**src/rtl/adpcm_pkg.sv**
```systemverilog
// adpcm_pkg: IMA ADPCM step table, index adjust and decoder state encodings shared by encoder and decoder.
package adpcm_pkg;
  localparam logic [6:0] IDX_MAX = 7'd88;
  typedef enum logic [2:0] {IDLE, ACC2, ACC1, ACC0, UPD} dec_state_e;
  localparam logic [15:0] STEP_TBL [89] = '{
    16'd7, 16'd8, 16'd9, 16'd10, 16'd11, 16'd12, 16'd13, 16'd14, 16'd16, 16'd17,
    16'd19, 16'd21, 16'd23, 16'd25, 16'd28, 16'd31, 16'd34, 16'd37, 16'd41, 16'd45,
    16'd50, 16'd55, 16'd60, 16'd66, 16'd73, 16'd80, 16'd88, 16'd97, 16'd107, 16'd118,
    16'd130, 16'd143, 16'd157, 16'd173, 16'd190, 16'd209, 16'd230, 16'd253, 16'd279, 16'd307,
    16'd337, 16'd371, 16'd408, 16'd449, 16'd494, 16'd544, 16'd598, 16'd658, 16'd724, 16'd796,
    16'd876, 16'd963, 16'd1060, 16'd1166, 16'd1282, 16'd1411, 16'd1552, 16'd1707, 16'd1878, 16'd2066,
    16'd2272, 16'd2499, 16'd2749, 16'd3024, 16'd3327, 16'd3660, 16'd4026, 16'd4428, 16'd4871, 16'd5358,
    16'd5894, 16'd6484, 16'd7132, 16'd7845, 16'd8630, 16'd9493, 16'd10442, 16'd11487, 16'd12635, 16'd13899,
    16'd15289, 16'd16818, 16'd18500, 16'd20350, 16'd22385, 16'd24623, 16'd27086, 16'd29794, 16'd32767};
  function automatic logic [15:0] step_lookup(input logic [6:0] idx);
    return (idx > IDX_MAX) ? STEP_TBL[IDX_MAX] : STEP_TBL[idx];
  endfunction
  // magnitudes 0..3 give -1, 4..7 give 2,4,6,8
  function automatic logic signed [7:0] idx_adj(input logic [2:0] mag);
    return mag[2] ? $signed({5'b0, mag[1:0], 1'b0}) + 8'sd2 : -8'sd1;
  endfunction
endpackage

```
**src/rtl/adpcm_step_rom.sv**
```systemverilog
// adpcm_step_rom: combinational step-table lookup, index to 16-bit step size.
module adpcm_step_rom
  import adpcm_pkg::*;
(
  input  logic [6:0]  idx_i,
  output logic [15:0] step_o
);
  assign step_o = step_lookup(idx_i);
endmodule

```
**src/rtl/adpcm_pcm_decoder.sv**
```systemverilog
// adpcm_pcm_decoder: serial IMA ADPCM decoder, one 4-bit code in, one saturated 16-bit PCM sample out per 5 clocks.
module adpcm_pcm_decoder
  import adpcm_pkg::*;
#(
  parameter int PCM_W = 16
) (
  input  logic             clk,
  input  logic             rst,
  input  logic             block_enable,
  input  logic             code_valid,
  input  logic [3:0]       code_in,
  output logic             code_ready,
  output logic             pcm_valid,
  output logic [PCM_W-1:0] pcm_out
);
  dec_state_e         state_q;
  logic [3:0]         code_q;
  logic [15:0]        step_q, step_w;
  logic [16:0]        diff_q, add_d;
  logic signed [15:0] pred_q, pred_d;
  logic signed [17:0] sum_d;
  logic signed [7:0]  idx_sum_d;
  logic [6:0]         idx_q, idx_d;
  logic [PCM_W-1:0]   pcm_q;
  logic               valid_q;
  adpcm_step_rom u_rom (.idx_i(idx_q), .step_o(step_w));
  assign code_ready = (state_q == IDLE) && block_enable && !rst;
  assign pcm_valid  = valid_q;
  assign pcm_out    = pcm_q;
  always_comb begin
    add_d = state_q == ACC2 ? (code_q[2] ? {1'b0, step_q} : '0)
          : state_q == ACC1 ? (code_q[1] ? {2'b0, step_q[15:1]} : '0)
          : (code_q[0] ? {3'b0, step_q[15:2]} : '0);
    sum_d = code_q[3] ? {{2{pred_q[15]}}, pred_q} - {1'b0, diff_q}
                      : {{2{pred_q[15]}}, pred_q} + {1'b0, diff_q};
    pred_d = sum_d > 18'sd32767 ? 16'sh7fff : sum_d < -18'sd32768 ? 16'sh8000 : sum_d[15:0];
    idx_sum_d = $signed({1'b0, idx_q}) + idx_adj(code_q[2:0]);
    idx_d = idx_sum_d[7] ? '0 : idx_sum_d[6:0] > IDX_MAX ? IDX_MAX : idx_sum_d[6:0];
  end
  always_ff @(posedge clk or posedge rst) begin
    if (rst) begin
      state_q <= IDLE;
      code_q  <= '0;
      step_q  <= '0;
      diff_q  <= '0;
      pred_q  <= '0;
      idx_q   <= '0;
      pcm_q   <= '0;
      valid_q <= 1'b0;
    end else if (!block_enable) begin
      state_q <= IDLE;
      pred_q  <= '0;
      idx_q   <= '0;
      valid_q <= 1'b0;
    end else begin
      valid_q <= 1'b0;
      case (state_q)
        IDLE: if (code_valid) begin
          code_q  <= code_in;
          step_q  <= step_w;
          diff_q  <= {4'b0, step_w[15:3]};
          state_q <= ACC2;
        end
        ACC2: begin
          diff_q  <= diff_q + add_d;
          state_q <= ACC1;
        end
        ACC1: begin
          diff_q  <= diff_q + add_d;
          state_q <= ACC0;
        end
        ACC0: begin
          diff_q  <= diff_q + add_d;
          state_q <= UPD;
        end
        UPD: begin
          pred_q  <= pred_d;
          idx_q   <= idx_d;
          pcm_q   <= pred_d;
          valid_q <= 1'b1;
          state_q <= IDLE;
        end
        default: state_q <= IDLE;
      endcase
    end
  end
endmodule

```
**config.mk**
```make
export PLATFORM = sky130hd
export DESIGN_NAME = adpcm_pcm_decoder
export DESIGN_NICKNAME = d
export VERILOG_FILES = /design/src/rtl/adpcm_pkg.sv /design/src/rtl/adpcm_step_rom.sv /design/src/rtl/adpcm_pcm_decoder.sv
export SDC_FILE = /design/constraint.sdc
export NUM_CORES = 1
export LEC_CHECK = 0
export CAP_MARGIN = 40
export CORE_AREA = 2 2 107 135
export CTS_CLUSTER_DIAMETER = 40
export DETAILED_ROUTE_END_ITERATION = 6
export DIE_AREA = 0 0 109 137
export HOLD_SLACK_MARGIN = 0.06
export PLACE_DENSITY = 0.7
export SYNTH_ARGS = -nofsm -noshare
export SYNTH_HDL_FRONTEND = slang
export SYNTH_SLANG_ARGS = --single-unit
```
**constraint.sdc**
```tcl
create_clock -name clk -period 3.5 [get_ports clk]
set_input_delay 0.7 -clock clk [delete_from_list [all_inputs] [get_ports clk]]
set_output_delay 0.7 -clock clk [all_outputs]
set_load 0.005 [all_outputs]
```
==> results of run 1 <==
==> registers in the layout, indices dropped and copies added, names as in the netlist <==
register	count
state_q	3
pcm_valid	1
pred_q	16
idx_q	7
step_q	15
pcm_out	16
diff_q	17
code_q	4
==> Yosys cell counts (all sizes together), types with 4 or more instances <==
cell type / instances
xnor2: 39
o31a: 4
buf: 13
clkbuf: 43
o211ai: 9
nor3: 24
nor2: 87
a221oi: 15
nand2b: 9
and3: 5
a31oi: 18
o311ai: 5
a22oi: 4
nor4: 4
dfrtp: 79
ha: 55
and2: 5
mux2i: 4
nor2b: 8
nand2: 101
or2: 5
o21a: 7
a211oi: 9
o31ai: 6
o221ai: 5
o21ai: 69
inv: 28
or3: 7
a32o: 5
nand3: 18
o21bai: 7
a21oi: 102
a21o: 19
a221o: 19
xor2: 11
==> worst reg2reg max path: stages, from the launching register on <==
cell and delay, ns:
dfrtp_1 0.42, nor4_4 0.35, buf_4 0.16, buf_4 0.10, a21oi_1 0.07, xnor2_1 0.15
ha_1 0.32, o21a_1 0.14, o21ai_0 0.37, a211oi_4 0.09, buf_4 0.17, o2111ai_4 0.21
o311ai_4 0.15, or2_4 0.30, and3_4 0.22, a221o_1 0.28
==> metal layers <==
metal | GRT usage (%) | wire length (µm) | vias up
met5 | 0 | 0 | -
met3 | 3.333 | 944 | 82
met2 | 54.28 | 11250 | 270
met4 | 16.81 | 1141 | 0
met1 | 29.75 | 7994 | 3457
li1 | - | - | 3409
==> worst paths after layout <==
check | startpoint | to | slack (ns) | cells past startpoint
min in group asynchronous | rst | state_q[1]$_DFFE_PP0P_ | 0.77 | 3
max reg2reg | diff_q[3]$_DFFE_PP0P_ | pred_q[5]$_DFFE_PP0P_ | -0.11 | 15
max in group asynchronous | rst | diff_q[2]$_DFFE_PP0P_ | 2.12 | 4
max | diff_q[3]$_DFFE_PP0P_ | pred_q[5]$_DFFE_PP0P_ | -0.11 | 15
min reg2reg | pcm_out[15]$_DFFE_PP0P_ | pcm_out[15]$_DFFE_PP0P_ | 0.48 | 1
min | pcm_out[15]$_DFFE_PP0P_ | pcm_out[15]$_DFFE_PP0P_ | 0.48 | 1
==> through the flow <==
stage | setup TNS (ns) | util (%) | setup slack, ns | hold slack (ns)
final | -1.601 | 63.01 | -0.1110 | 0.4806
after CTS | -0.01516 | 61.89 | -0.01212 | 0.4866
after global routing | -7.595 | 63.01 | -0.2958 | 0.4996
after detailed placement | -3.523 | 58.88 | -0.2250 | 0.4727
after floorplan | -0.5365 | - | -0.05367 | 0.4561
after global placement | -1.573 | 58.68 | -0.1250 | 0.4589
==> where the power goes <==
part           leakage [nW]  internal [mW]  switching, mW  total [mW]
Combinational          2.56           2.38           2.77        5.16
Clock                 0.162          0.641          0.385        1.03
Sequential             1.06           1.11          0.168        1.28
Total                  3.78           4.14           3.33        7.47
==> repair_timing <==
item | 4_1_cts | 5_1_grt
gates resized for setup | 11 | 27
setup buffers | 4 | 3
pin swaps | 7 | 18
cloned | 1 | 0
endpoints found under the setup margin | 32 | 35
endpoints found under the hold margin | 0 | 0
==> layout make-up <==
| type | count | share of cell area, % |
|---|---|---|
| Clock buffer | 10 | 2.782 |
| Clock inverter | 6 | 0.9758 |
| Inverter | 31 | 1.369 |
| Multi-Input combinational cell | 728 | 58.59 |
| Sequential cell | 79 | 23.03 |
| Tap cell | 175 | 2.549 |
| Timing Repair Buffer | 104 | 10.70 |
==> kinds of logic (layout without fill, tap and decap cells) <==
kind of cell / Yosys count / in the layout
and+or+nand+nor: 279 / 280
AOI/OAI and AO/OA: 330 / 330
buffers and inverters: 88 / 151
xor gates and xnor gates: 50 / 50
adders and majority gates: 58 / 58
muxes: 10 / 10
DFF: 79 / 79
==> results.json, run 1 <==
{
  "status": "finished with violations",
  "violations": "negative setup slack",
  "avgSynthCellArea_um2": 8.008,
  "finClkSkew_ns": 0.005937,
  "slowest_delay_ns": 0.42,
  "grt_pass1_vias": 7148,
  "hpwl_um": 15700,
  "final_cell_area_mm2": 0.008591,
  "die_w_um": 109,
  "regArea_mm2": 0.001978,
  "synth_compound_area_share_pct": 30.71,
  "ys_types": 78,
  "syn_area_mm2": 0.007159,
  "synthSimpleGateAreaFrac_pct": 17.58,
  "gp_congestion": 0.9774,
  "fillCellCount": 1145,
  "cts_num_sinks": 79,
  "rows": 48,
  "power_leakage_nw": 3.778,
  "cpMostUsedCell": "buf_4",
  "placed_cells": 1109,
  "start_util_pct": 52.51,
  "multiInputGateArea_mm2": 0.005034,
  "syn2layout_area_growth_pct": 19.99,
  "drt_first_pass_iters": 5,
  "cts_tree": "built",
  "worst_path_max_delay_cell": "dfrtp_1",
  "clock_path_buffers": 2,
  "path_clk_slew_ns": 0.06,
  "synth_mux_area_share_pct": 1.975,
  "crit_buf_inv": 3,
  "yosysTopAreaCell": "dfrtp_1",
  "max_freq_mhz": 276.9,
  "final_cells": 1133,
  "cap_violations": 0,
  "grt_start_max_net_pins": 54,
  "dpl_cell_area_mm2": 0.008028,
  "clk-insertion-delay-late_ns": 0.35,
  "grt_usage_pct": 28.66,
  "timing.final.ws_setup_ns": -0.1110,
  "max_slew_margin_pct": 56.42,
  "die_h_um": 137,
  "route.detailed.drc": 0,
  "yosysWarnings": 0,
  "cp_max_fo": 6,
  "cts_hold_buf": 0,
  "seq_area_frac_synth_pct": 27.61,
  "synth-seq-cells": 79,
  "grt_pass1_wl_um": 33870,
  "critPathArrivalTime_ns": 3.83,
  "worst_pin_slew_ns": 0.6536,
  "drtIter0Drc": 482,
  "syn_inst": 894,
  "synth-edff-count": 0,
  "wl_per_cell_um": 18.83,
  "min_period_ns": 3.611,
  "synth_xor_area_share_pct": 6.222,
  "num_antenna_cells": 0,
  "critPathCaptureType": "register",
  "criticalPathCategory": "reg2reg",
  "root_buffer": "clkbuf_16",
  "hold_viol": 0,
  "drive_gt1_share_pct": 16.28,
  "powerDensity_mw_per_mm2": 869.1,
  "cp-start-kind": "register",
  "synthAdderAreaFrac_pct": 10.45,
  "wl_um": 21330,
  "grt_setup_unrepaired": "yes",
  "synthArstFlopShare_pct": 100.0,
  "vias_per_cell": 6.371,
  "numPortBuffers": 25,
  "cts_inserted_buffers": 9,
  "final_common_cell": "nand2_1",
  "finalSetupViolCount": 27,
  "fin_nets": 1019,
  "synthesis.nets": 960,
  "core_area_mm2": 0.01363,
  "grt_antenna_before_repair": 0,
  "cp.required_ns": 3.72,
  "grt_overflow": 0,
  "num_io_pins": 26,
  "die_area_mm2": 0.01493,
  "crit_family": "compound AO/OA/AOI/OAI gates",
  "crit_chain": "nor4_4, buf_4, buf_4, a21oi_1, xnor2_1, ha_1, o21a_1, o21ai_0, a211oi_4, buf_4, o2111ai_4, o311ai_4, or2_4, and3_4, a221o_1",
  "ant_nets": 0,
  "worstHoldPathType": "reg2reg",
  "vdd_ir_drop_max_v": 0.0005915,
  "synth_top_family_by_area": "compound AO/OA/AOI/OAI gates",
  "finalPower_mw": 7.467,
  "slew_violations": 0,
  "yosysTopAreaCellShare_pct": 27.61,
  "period_share_pct": 103.2,
  "synthFlopType": "dfrtp_1",
  "vias": 7218,
  "htree_levels": 3,
  "final_cell_mix": "99 x nand2_1, 92 x a21oi_1, 87 x nor2_1, 78 x dfrtp_1, 70 x buf_4",
  "synth_area_leaders": "dfrtp_1 28%, ha_1 9.6%, a21oi_1 7.0%, nand2_1 5.3%, xnor2_1 4.6%"
}
No activity file was read; power rests on OpenSTA's default activity.
==> run 2, diff against run 1 <==
GPL_TIMING_DRIVEN = 0   (was unset)
==> run 2 against run 1 <==
  * The run still ends with negative setup slack left
  * Wire length rose by 15%
  * Non-clock buffer count rose by 17
  * Worst hold slack got worse by 0.00074 ns
  * Sequential power rose by 4%
  * Clock power fell by 6%
  * Sequential cell count did not move
  * Design area rose by 1.7%
  * Critical path type unchanged
  * Critical endpoint is now pred_q[8]$_DFFE_PP0P_
  * Largest power group unchanged
  * Highest routed layer unchanged
==> results.json, run 2 (synthesized netlist as in run 1, its figures left out) <==
{
  "status": "finished with violations",
  "violations": "negative setup slack",
  "critPathArrivalTime_ns": 4.04,
  "vdd_ir_drop_max_v": 0.0005898,
  "timing.final.ws_setup_ns": -0.3125,
  "min_to": "pcm_out[15]$_DFFE_PP0P_",
  "root_buffer": "clkbuf_16",
  "reg2reg_setup_slack_ns": -0.31,
  "num_antenna_cells": 0,
  "cts_inserted_buffers": 9,
  "slew_violations": 0,
  "num_io_pins": 26,
  "wl_per_cell_um": 21.43,
  "slowest_delay_ns": 0.42,
  "grt_setup_unrepaired": "yes",
  "max_freq_mhz": 262.3,
  "r2r_start": "diff_q[3]$_DFFE_PP0P_",
  "vias_per_cell": 6.393,
  "min_period_ns": 3.813,
  "crit_chain": "nor4_4, nand2_1, nor3_4, a21oi_2, xnor2_1, ha_1, buf_6, nand2_2, o211ai_1, or3_4, o2111ai_4, o311ai_4, or2_4, and3_4, buf_16, a221o_1",
  "grt_pass1_vias": 7186,
  "grt_start_max_net_pins": 54,
  "hpwl_um": 17990,
  "largest_register": "diff_q",
  "hold_viol": 0,
  "grt.met3_usage_pct": 3.571,
  "die_area_mm2": 0.01493,
  "grt_busiest_layer": "met2",
  "crit_path_start": "diff_q[3]$_DFFE_PP0P_",
  "grt_antenna_before_repair": 0,
  "vias": 7346,
  "drt_first_pass_iters": 5,
  "wl_um": 24620,
  "fin_setup_tns_ns": -7.987,
  "power_leakage_nw": 3.712,
  "cp.required_ns": 3.73,
  "powerDensity_mw_per_mm2": 857.7,
  "drtIter0Drc": 511,
  "htree_levels": 3,
  "path_clk_slew_ns": 0.07,
  "grt_pass1_wl_um": 37740,
  "critPathCaptureType": "register",
  "drive_gt1_share_pct": 17.25,
  "cp-start-kind": "register",
  "cts_tree": "built",
  "final_cell_mix": "99 x nand2_1, 85 x nor2_1, 78 x a21oi_1, 71 x dfrtp_1, 54 x o21ai_0",
  "finalSetupViolCount": 32,
  "core_area_mm2": 0.01363,
  "cap_violations": 0,
  "largest_register_ffs": 17,
  "finalPower_mw": 7.494,
  "timing.rr.end": "pred_q[8]$_DFFE_PP0P_",
  "criticalPathCategory": "reg2reg",
  "cts_hold_buf": 0,
  "clk-insertion-delay-late_ns": 0.35,
  "grt_usage_pct": 33.00,
  "place_ws_ns": -0.6597,
  "final_common_cell": "nand2_1",
  "clock_path_buffers": 2,
  "min_from": "pcm_out[15]$_DFFE_PP0P_",
  "worst_path_max_delay_cell": "dfrtp_2",
  "die_h_um": 137,
  "die_w_um": 109,
  "hold_depth": 1,
  "worst_pin_slew_ns": 0.7465,
  "ant_nets": 0,
  "cp_max_fo": 7,
  "numPortBuffers": 25,
  "start_util_pct": 52.51,
  "cts_num_sinks": 79,
  "use_met1_pct": 34.76,
  "grt.met2_usage_pct": 59.59,
  "fin_nets": 1035,
  "route.detailed.drc": 0,
  "period_share_pct": 108.9,
  "gp_congestion": 1.038,
  "grt_overflow": 0,
  "max_slew_margin_pct": 49.60,
  "worstHoldPathType": "reg2reg",
  "finClkSkew_ns": 0.007660,
  "rows": 48,
  "reg2regPathDepth": 16,
  "syn2layout_area_growth_pct": 22.04
}
[run 2: critical path, delay by kind of cell (launching register included)]
family / cells / cell delay, ns
XOR/XNOR: 1 / 0.13
buffers and inverters: 2 / 0.28
AND/OR/NAND/NOR: 7 / 1.68
AO/OA/AOI/OAI: 5 / 0.88
adder cells (fa/ha/maj): 1 / 0.29
flip-flops: 1 / 0.42
[run 2: final cells by class]
type | instances | area, µm²
flip-flops and latches | 79 | 1987
inverters | 31 | 122.6
fillers | 1206 | 4896
repair buffers | 66 | 630.6
plain buffers | 55 | 311.5
well taps | 175 | 219.0
clock buffers | 9 | 225.2
multi-input cells | 727 | 5169
clock inverters | 7 | 72.57
[run 2: worst max path at each step]
stage / to / slack (ns) / cells past startpoint
floorplan: pred_q[3]$_DFFE_PP0P_ / -0.05 / 16
global placement: code_ready / -1.53 / 4
detailed placement: pcm_out[12]$_DFFE_PP0P_ / -0.66 / 16
CTS: pred_q[3]$_DFFE_PP0P_ / -0.26 / 16
global route: pred_q[3]$_DFFE_PP0P_ / -0.45 / 16
finish: pred_q[8]$_DFFE_PP0P_ / -0.31 / 16
[run 2: metrics by stage]
step / area, µm² / std cells / utilization, % / hold slack (ns)
final: 8737 / 1149 / 64.09 / 0.4799
after global routing: 8737 / 1149 / 64.09 / 0.5223
after CTS: 8407 / 1134 / 61.66 / 0.4875
after detailed placement: 7745 / 1096 / 56.81 / 0.4727
after global placement: 7710 / 1094 / 56.55 / 0.4608
after floorplan: 7241 / 894 / - / 0.4561
[run 2: per-layer routing]
metal | up-vias | part of all wire (%) | routed length (µm)
li1 | 3457 | - | -
met1 | 3481 | 37 | 9032
met2 | 287 | 51 | 12620
met3 | 121 | 3.8 | 937
met4 | 0 | 8.2 | 2027
met5 | - | 0 | 0
[run 2: report_power, final]
group / internal (mW) / switching [mW]
Clock: 0.554 / 0.414
Combinational: 2.30 / 2.89
Sequential: 1.12 / 0.215
Total: 3.97 / 3.52
[run 2: repair_timing]
action                                  4_1_cts  5_1_grt
buffers inserted                             21       15
resized for setup                            50       53
gates cloned                                  1        2
endpoints found under the setup margin       45       51
pin swaps                                    18       14
